**config.mk**
```make
export PLATFORM = sky130hd
export DESIGN_NAME = id_ex_fwd_stage
export DESIGN_NICKNAME = d
export VERILOG_FILES = /design/src/rtl/id_ex_fwd_stage_pkg.sv /design/src/rtl/id_ex_fwd_stage_fwd_sel_a.sv /design/src/rtl/id_ex_fwd_stage.sv
export SDC_FILE = /design/constraint.sdc
export NUM_CORES = 1
export LEC_CHECK = 0
export BUFFER_PORTS_ARGS = -buffer_cell sky130_fd_sc_hd__buf_4
export CORE_MARGIN = 10
export CORE_UTILIZATION = 45
export CTS_CLUSTER_DIAMETER = 60
export CTS_CLUSTER_SIZE = 25
export DETAILED_ROUTE_END_ITERATION = 12
export PLACE_DENSITY = 0.8
export REMOVE_ABC_BUFFERS = 1
export SLEW_MARGIN = 25
export SYNTH_ARGS = -nofsm -noshare
export SYNTH_HDL_FRONTEND = slang
export SYNTH_SLANG_ARGS = --single-unit
```
**constraint.sdc**
```tcl
create_clock -name clk_i -period 3.2 [get_ports clk_i]
set_input_delay 0.96 -clock clk_i [delete_from_list [all_inputs] [get_ports clk_i]]
set_output_delay 0.96 -clock clk_i [all_outputs]
set_load 0.05 [all_outputs]
```
**src/rtl/id_ex_fwd_stage_pkg.sv**
```systemverilog
// Shared widths and operand-A select encodings for the ID/EX forwarding stage.
package id_ex_fwd_stage_pkg;

  localparam int XLEN    = 32;
  localparam int RADDR_W = 5;

  typedef enum logic [1:0] {
    ASEL_REG   = 2'b00,
    ASEL_PC    = 2'b01,
    ASEL_ALU   = 2'b10,
    ASEL_DATAD = 2'b11
  } asel_e;

endpackage

```
**src/rtl/id_ex_fwd_stage_fwd_sel_a.sv**
```systemverilog
// Operand select and load-use detection for one source register.
// Kept free of operand-A specifics so the operand-B path can reuse it.
module fwd_sel_a
  import id_ex_fwd_stage_pkg::*;
#(
  parameter int RADDR_W_P = RADDR_W
) (
  input  logic                 id_valid_i,
  input  logic [RADDR_W_P-1:0] rs_addr_i,
  input  logic                 use_pc_i,
  input  logic                 ex_valid_i,
  input  logic                 ex_we_i,
  input  logic [RADDR_W_P-1:0] ex_rd_i,
  input  logic                 ex_is_load_i,
  input  logic                 mem_we_i,
  input  logic [RADDR_W_P-1:0] mem_rd_i,
  output logic [1:0]           asel_o,
  output logic                 load_use_o
);

  logic hit_ex;
  logic hit_mem;

  always_comb begin
    hit_ex     = ex_valid_i && ex_we_i && (ex_rd_i != '0) && (ex_rd_i == rs_addr_i);
    hit_mem    = mem_we_i && (mem_rd_i != '0) && (mem_rd_i == rs_addr_i);
    load_use_o = id_valid_i && !use_pc_i && hit_ex && ex_is_load_i;

    // The younger producer in EX must win over the older one in MEM.
    if (use_pc_i)     asel_o = ASEL_PC;
    else if (hit_ex)  asel_o = ASEL_ALU;
    else if (hit_mem) asel_o = ASEL_DATAD;
    else              asel_o = ASEL_REG;
  end

endmodule

```
**src/rtl/id_ex_fwd_stage.sv**
```systemverilog
// ID/EX register for the operand-A path: captures the ID instruction, keeps a
// MEM-stage {rd, we} shadow and registers the forwarding select for EX.
module id_ex_fwd_stage
  import id_ex_fwd_stage_pkg::*;
#(
  parameter int XLEN_P    = XLEN,
  parameter int RADDR_W_P = RADDR_W
) (
  input  logic                 clk_i,
  input  logic                 rst_n_i,
  input  logic                 id_valid_i,
  input  logic [XLEN_P-1:0]    id_pc_i,
  input  logic [XLEN_P-1:0]    id_rs1_data_i,
  input  logic [RADDR_W_P-1:0] id_rs1_addr_i,
  input  logic                 id_use_pc_i,
  input  logic [RADDR_W_P-1:0] id_rd_addr_i,
  input  logic                 id_reg_we_i,
  input  logic                 id_is_load_i,
  input  logic                 flush_i,
  output logic                 id_ready_o,
  output logic                 ex_valid_o,
  output logic [XLEN_P-1:0]    ex_pc_o,
  output logic [XLEN_P-1:0]    ex_rs1_data_o,
  output logic [1:0]           ex_asel_o,
  output logic [RADDR_W_P-1:0] ex_rd_addr_o,
  output logic                 ex_reg_we_o,
  output logic                 ex_is_load_o
);

  logic                 ex_valid_q,   ex_valid_d;
  logic [XLEN_P-1:0]    ex_pc_q,      ex_pc_d;
  logic [XLEN_P-1:0]    ex_rs1_data_q, ex_rs1_data_d;
  logic [1:0]           ex_asel_q,    ex_asel_d;
  logic [RADDR_W_P-1:0] ex_rd_q,      ex_rd_d;
  logic                 ex_we_q,      ex_we_d;
  logic                 ex_load_q,    ex_load_d;
  logic [RADDR_W_P-1:0] mem_rd_q,     mem_rd_d;
  logic                 mem_we_q,     mem_we_d;

  logic [1:0] asel;
  logic       load_use;

  fwd_sel_a #(
    .RADDR_W_P (RADDR_W_P)
  ) u_fwd_sel_a (
    .id_valid_i   (id_valid_i),
    .rs_addr_i    (id_rs1_addr_i),
    .use_pc_i     (id_use_pc_i),
    .ex_valid_i   (ex_valid_q),
    .ex_we_i      (ex_we_q),
    .ex_rd_i      (ex_rd_q),
    .ex_is_load_i (ex_load_q),
    .mem_we_i     (mem_we_q),
    .mem_rd_i     (mem_rd_q),
    .asel_o       (asel),
    .load_use_o   (load_use)
  );

  always_comb begin
    ex_valid_d    = ex_valid_q;
    ex_pc_d       = ex_pc_q;
    ex_rs1_data_d = ex_rs1_data_q;
    ex_asel_d     = ex_asel_q;
    ex_rd_d       = ex_rd_q;
    ex_we_d       = ex_we_q;
    ex_load_d     = ex_load_q;
    // EX and MEM never stall, so the shadow slot simply follows EX.
    mem_rd_d      = ex_rd_q;
    mem_we_d      = ex_we_q;

    if (flush_i || load_use) begin
      // Bubble: pc/data/rd keep their old values, only the flags are cleared.
      ex_valid_d = 1'b0;
      ex_we_d    = 1'b0;
      ex_load_d  = 1'b0;
      ex_asel_d  = ASEL_REG;
    end else begin
      ex_valid_d    = id_valid_i;
      ex_pc_d       = id_pc_i;
      ex_rs1_data_d = id_rs1_data_i;
      ex_asel_d     = asel;
      ex_rd_d       = id_rd_addr_i;
      ex_we_d       = id_valid_i && id_reg_we_i;
      ex_load_d     = id_valid_i && id_is_load_i;
    end
  end

  always_ff @(posedge clk_i or negedge rst_n_i) begin
    if (!rst_n_i) begin
      ex_valid_q    <= 1'b0;
      ex_pc_q       <= '0;
      ex_rs1_data_q <= '0;
      ex_asel_q     <= ASEL_REG;
      ex_rd_q       <= '0;
      ex_we_q       <= 1'b0;
      ex_load_q     <= 1'b0;
      mem_rd_q      <= '0;
      mem_we_q      <= 1'b0;
    end else begin
      ex_valid_q    <= ex_valid_d;
      ex_pc_q       <= ex_pc_d;
      ex_rs1_data_q <= ex_rs1_data_d;
      ex_asel_q     <= ex_asel_d;
      ex_rd_q       <= ex_rd_d;
      ex_we_q       <= ex_we_d;
      ex_load_q     <= ex_load_d;
      mem_rd_q      <= mem_rd_d;
      mem_we_q      <= mem_we_d;
    end
  end

  assign id_ready_o    = !load_use || flush_i;
  assign ex_valid_o    = ex_valid_q;
  assign ex_pc_o       = ex_pc_q;
  assign ex_rs1_data_o = ex_rs1_data_q;
  assign ex_asel_o     = ex_asel_q;
  assign ex_rd_addr_o  = ex_rd_q;
  assign ex_reg_we_o   = ex_we_q;
  assign ex_is_load_o  = ex_load_q;

endmodule

```
==> impl_metrics.json <==
{
  "numCtsBuffers": 9,
  "min_path_type": "reg -> reg",
  "met3_length_um": 962,
  "cp_data_arrival_time_ns": 2.33,
  "required_ns": 2.24,
  "clock_sinks": 80,
  "wl_met2_mm": 4.31,
  "hold_start": "ex_reg_we_o$_DFF_PN0_",
  "synth_warnings": 0,
  "nFillCells": 503,
  "crit_path_end_kind": "primary output",
  "fin_nets": 438,
  "criticalPathCategory": "in -> out",
  "stdcell_area_mm2": 0.00460,
  "drive_gt1_frac": 0.691,
  "fin_ws_ns": -0.0918,
  "setup_viol": 1,
  "dp_hpwl_mm": 6.36,
  "met1_length_mm": 2.81,
  "drt-vias-per-instance": 4.95,
  "root_buffer": "clkbuf_8",
  "syn_area_mm2": 0.00312,
  "postRouteAntennaNets": 0,
  "wl_mm": 8.23,
  "hold_slack_ns": 0.419,
  "timing.rr.start": "ex_rd_addr_o[0]$_DFFE_PN0N_",
  "status": "complete, but fails checks",
  "htreeDepth": 3,
  "placed_area_mm2": 0.00439,
  "synth-main-ff-cell": "dfrtp_1",
  "tightest_slew_ns": 0.721,
  "cts_tree": "done",
  "p_leak_uw": 0.00221,
  "cellPowerDensity_mw_per_mm2": 567,
  "drtPass1Iterations": 4,
  "clk_path_buf_depth": 2,
  "antenna_found_initial": 0,
  "die_h_um": 103,
  "yosysTopAreaCell": "dfrtp_1",
  "fmax_ghz": 0.304,
  "ys_ff_latch": 80,
  "fp.dieArea_mm2": 0.0107,
  "violations": "negative setup slack",
  "yosysMostFrequentCell": "dfrtp_1",
  "start_util": 0.462,
  "grt_max_degree": 81,
  "crit_path_start_kind": "input pin",
  "gp_congestion": 0.839,
  "synth_common_cells": "dfrtp_1 (80), mux2_2 (59), mux2_4 (10)",
  "hold_viol": 0,
  "insertedDiodeCount": 0,
  "hold_path_depth": 0,
  "vias": 2190,
  "ir_drop_uv": 315,
  "rows": 30,
  "die_w_um": 103,
  "grt_usage": 0.155,
  "maxCapViolations": 0,
  "first_iter_violations": 48,
  "clk_latency_ns": 0.34,
  "grt_pass1_vias": 2523,
  "rsz0062_at_grt": "true",
  "yosysTopAreaCellShare": 0.641,
  "drv_slew": 0,
  "period_share": 1.03,
  "fin_util": 0.681,
  "finalClockSkew_ns": 0.00665,
  "synth_edf_count": 0,
  "grt_overflow": 0,
  "ys_seq_area_frac": 0.641,
  "cp-startpoint": "id_rs1_addr_i[2]",
  "grt_pass1_wl_mm": 12.7,
  "postSynthCellCount": 191,
  "slew_headroom": 0.519,
  "core-area_mm2": 0.00676,
  "setup_tns_ns": -0.0918,
  "io_buffer_count": 155,
  "path_clk_slew_ns": 0.07,
  "top_layer": "met4",
  "layout_min_cycle_time_ns": 3.29,
  "syn2layout_area_growth_pct": 47.3,
  "drt-wirelength-per-cell_um": 18.6,
  "cts_hold_buf": 0,
  "ios": 156,
  "synth_cell_type_count": 25,
  "async_flop_share": 1.00,
  "critPathMaxFanout": 2,
  "syn_area_per_cell_um2": 16.4,
  "ys_top_cells_by_area": "dfrtp_1 (64%), mux2_2 (21%), mux2_4 (4.8%)",
  "drc_errors": 0,
  "worstRegToRegCells": 6
}
cells in the final DEF, fill, tap and decap left out, types with 2 or more instances in the layout:
cell type and n:
nor3_1 2, dfrtp_1 80, nor3b_1 2, clkinvlp_4 3
buf_4 159, buf_6 3, nor4bb_1 2, mux2_2 59
clkbuf_8 9, o21ai_0 2, xor2_1 6, clkbuf_1 2
xnor2_1 3, mux2_4 10, nand2_1 4
registers in the layout, indices dropped and copies added, names as in the netlist:
name / count
ex_reg_we_o: 1
ex_rs1_data_o: 32
mem_we_q: 1
ex_asel_o: 2
mem_rd_q: 5
ex_rd_addr_o: 5
ex_pc_o: 32
ex_is_load_o: 1
ex_valid_o: 1
power breakdown:
group          internal [µW]  leakage (µW)  switching (µW)
sequential              1110      0.000945            57.2
clock                    360     0.0000856             344
combinational            283       0.00118             460
total                   1750       0.00221             862
layout make-up:
type,count,area [µm²],share of cell area
clock buffer,11,131,0.0285
clock inverter,5,57.6,0.0125
inverter,1,3.75,0.000816
multi-input combinational,102,1060,0.230
tap,80,100,0.0218
timing repair buffer,163,1250,0.271
sequential,80,2000,0.435
timing repair:
action / CTS / global route
pin swaps: 2 / 1
gates cloned: 0 / 0
gates resized for setup: 3 / 0
setup endpoints to repair: 1 / 1
setup buffers: 1 / 0
critical path: stages:
cell and delay, ns:
buf_6 0.09, xor2_1 0.13, or4_4 0.53, or2_4 0.24, nand4b_1 0.19, buf_6 0.18
path summary, 6_finish.rpt:
| path | endpoint | slack (ns) |
|---|---|---|
| setup / recovery | id_ready_o | -0.09 |
| hold / removal | mem_we_q$_DFF_PN0_ | 0.42 |
| setup reg to reg | ex_rs1_data_o[28]$_DFFE_PN0N_ | 0.68 |
| hold reg to reg | mem_we_q$_DFF_PN0_ | 0.42 |
| max in group asynchronous | ex_rs1_data_o[27]$_DFFE_PN0N_ | 2.05 |
| min in group asynchronous | mem_rd_q[1]$_DFF_PN0_ | 0.63 |
per-stage QoR:
| step | total power, µW | setup WS [ns] | instances |
|---|---|---|---|
| finish | 2610 | -0.0918 | 442 |
| global route | 2730 | -0.128 | 442 |
| detailed placement | 1930 | -0.200 | 425 |
| floorplan | 1630 | -0.716 | 183 |
| CTS | 2650 | -0.113 | 442 |
| global placement | 1920 | -0.166 | 425 |
metal layers:
layer | track usage | vias up
met2 | 0.271 | 96
met4 | 0.0620 | 0
met3 | 0.0811 | 12
met1 | 0.152 | 1074
li1 | - | 1008
met5 | 0 | -
cells by family after synthesis:
kind of cell,Yosys count,share of synthesized area
buf+inv,9,0.0212
compound gates,6,0.0140
xor+xnor,9,0.0252
flops,80,0.641
simple gates,18,0.0380
mux,69,0.261
Power figures use the tool's default switching activity.
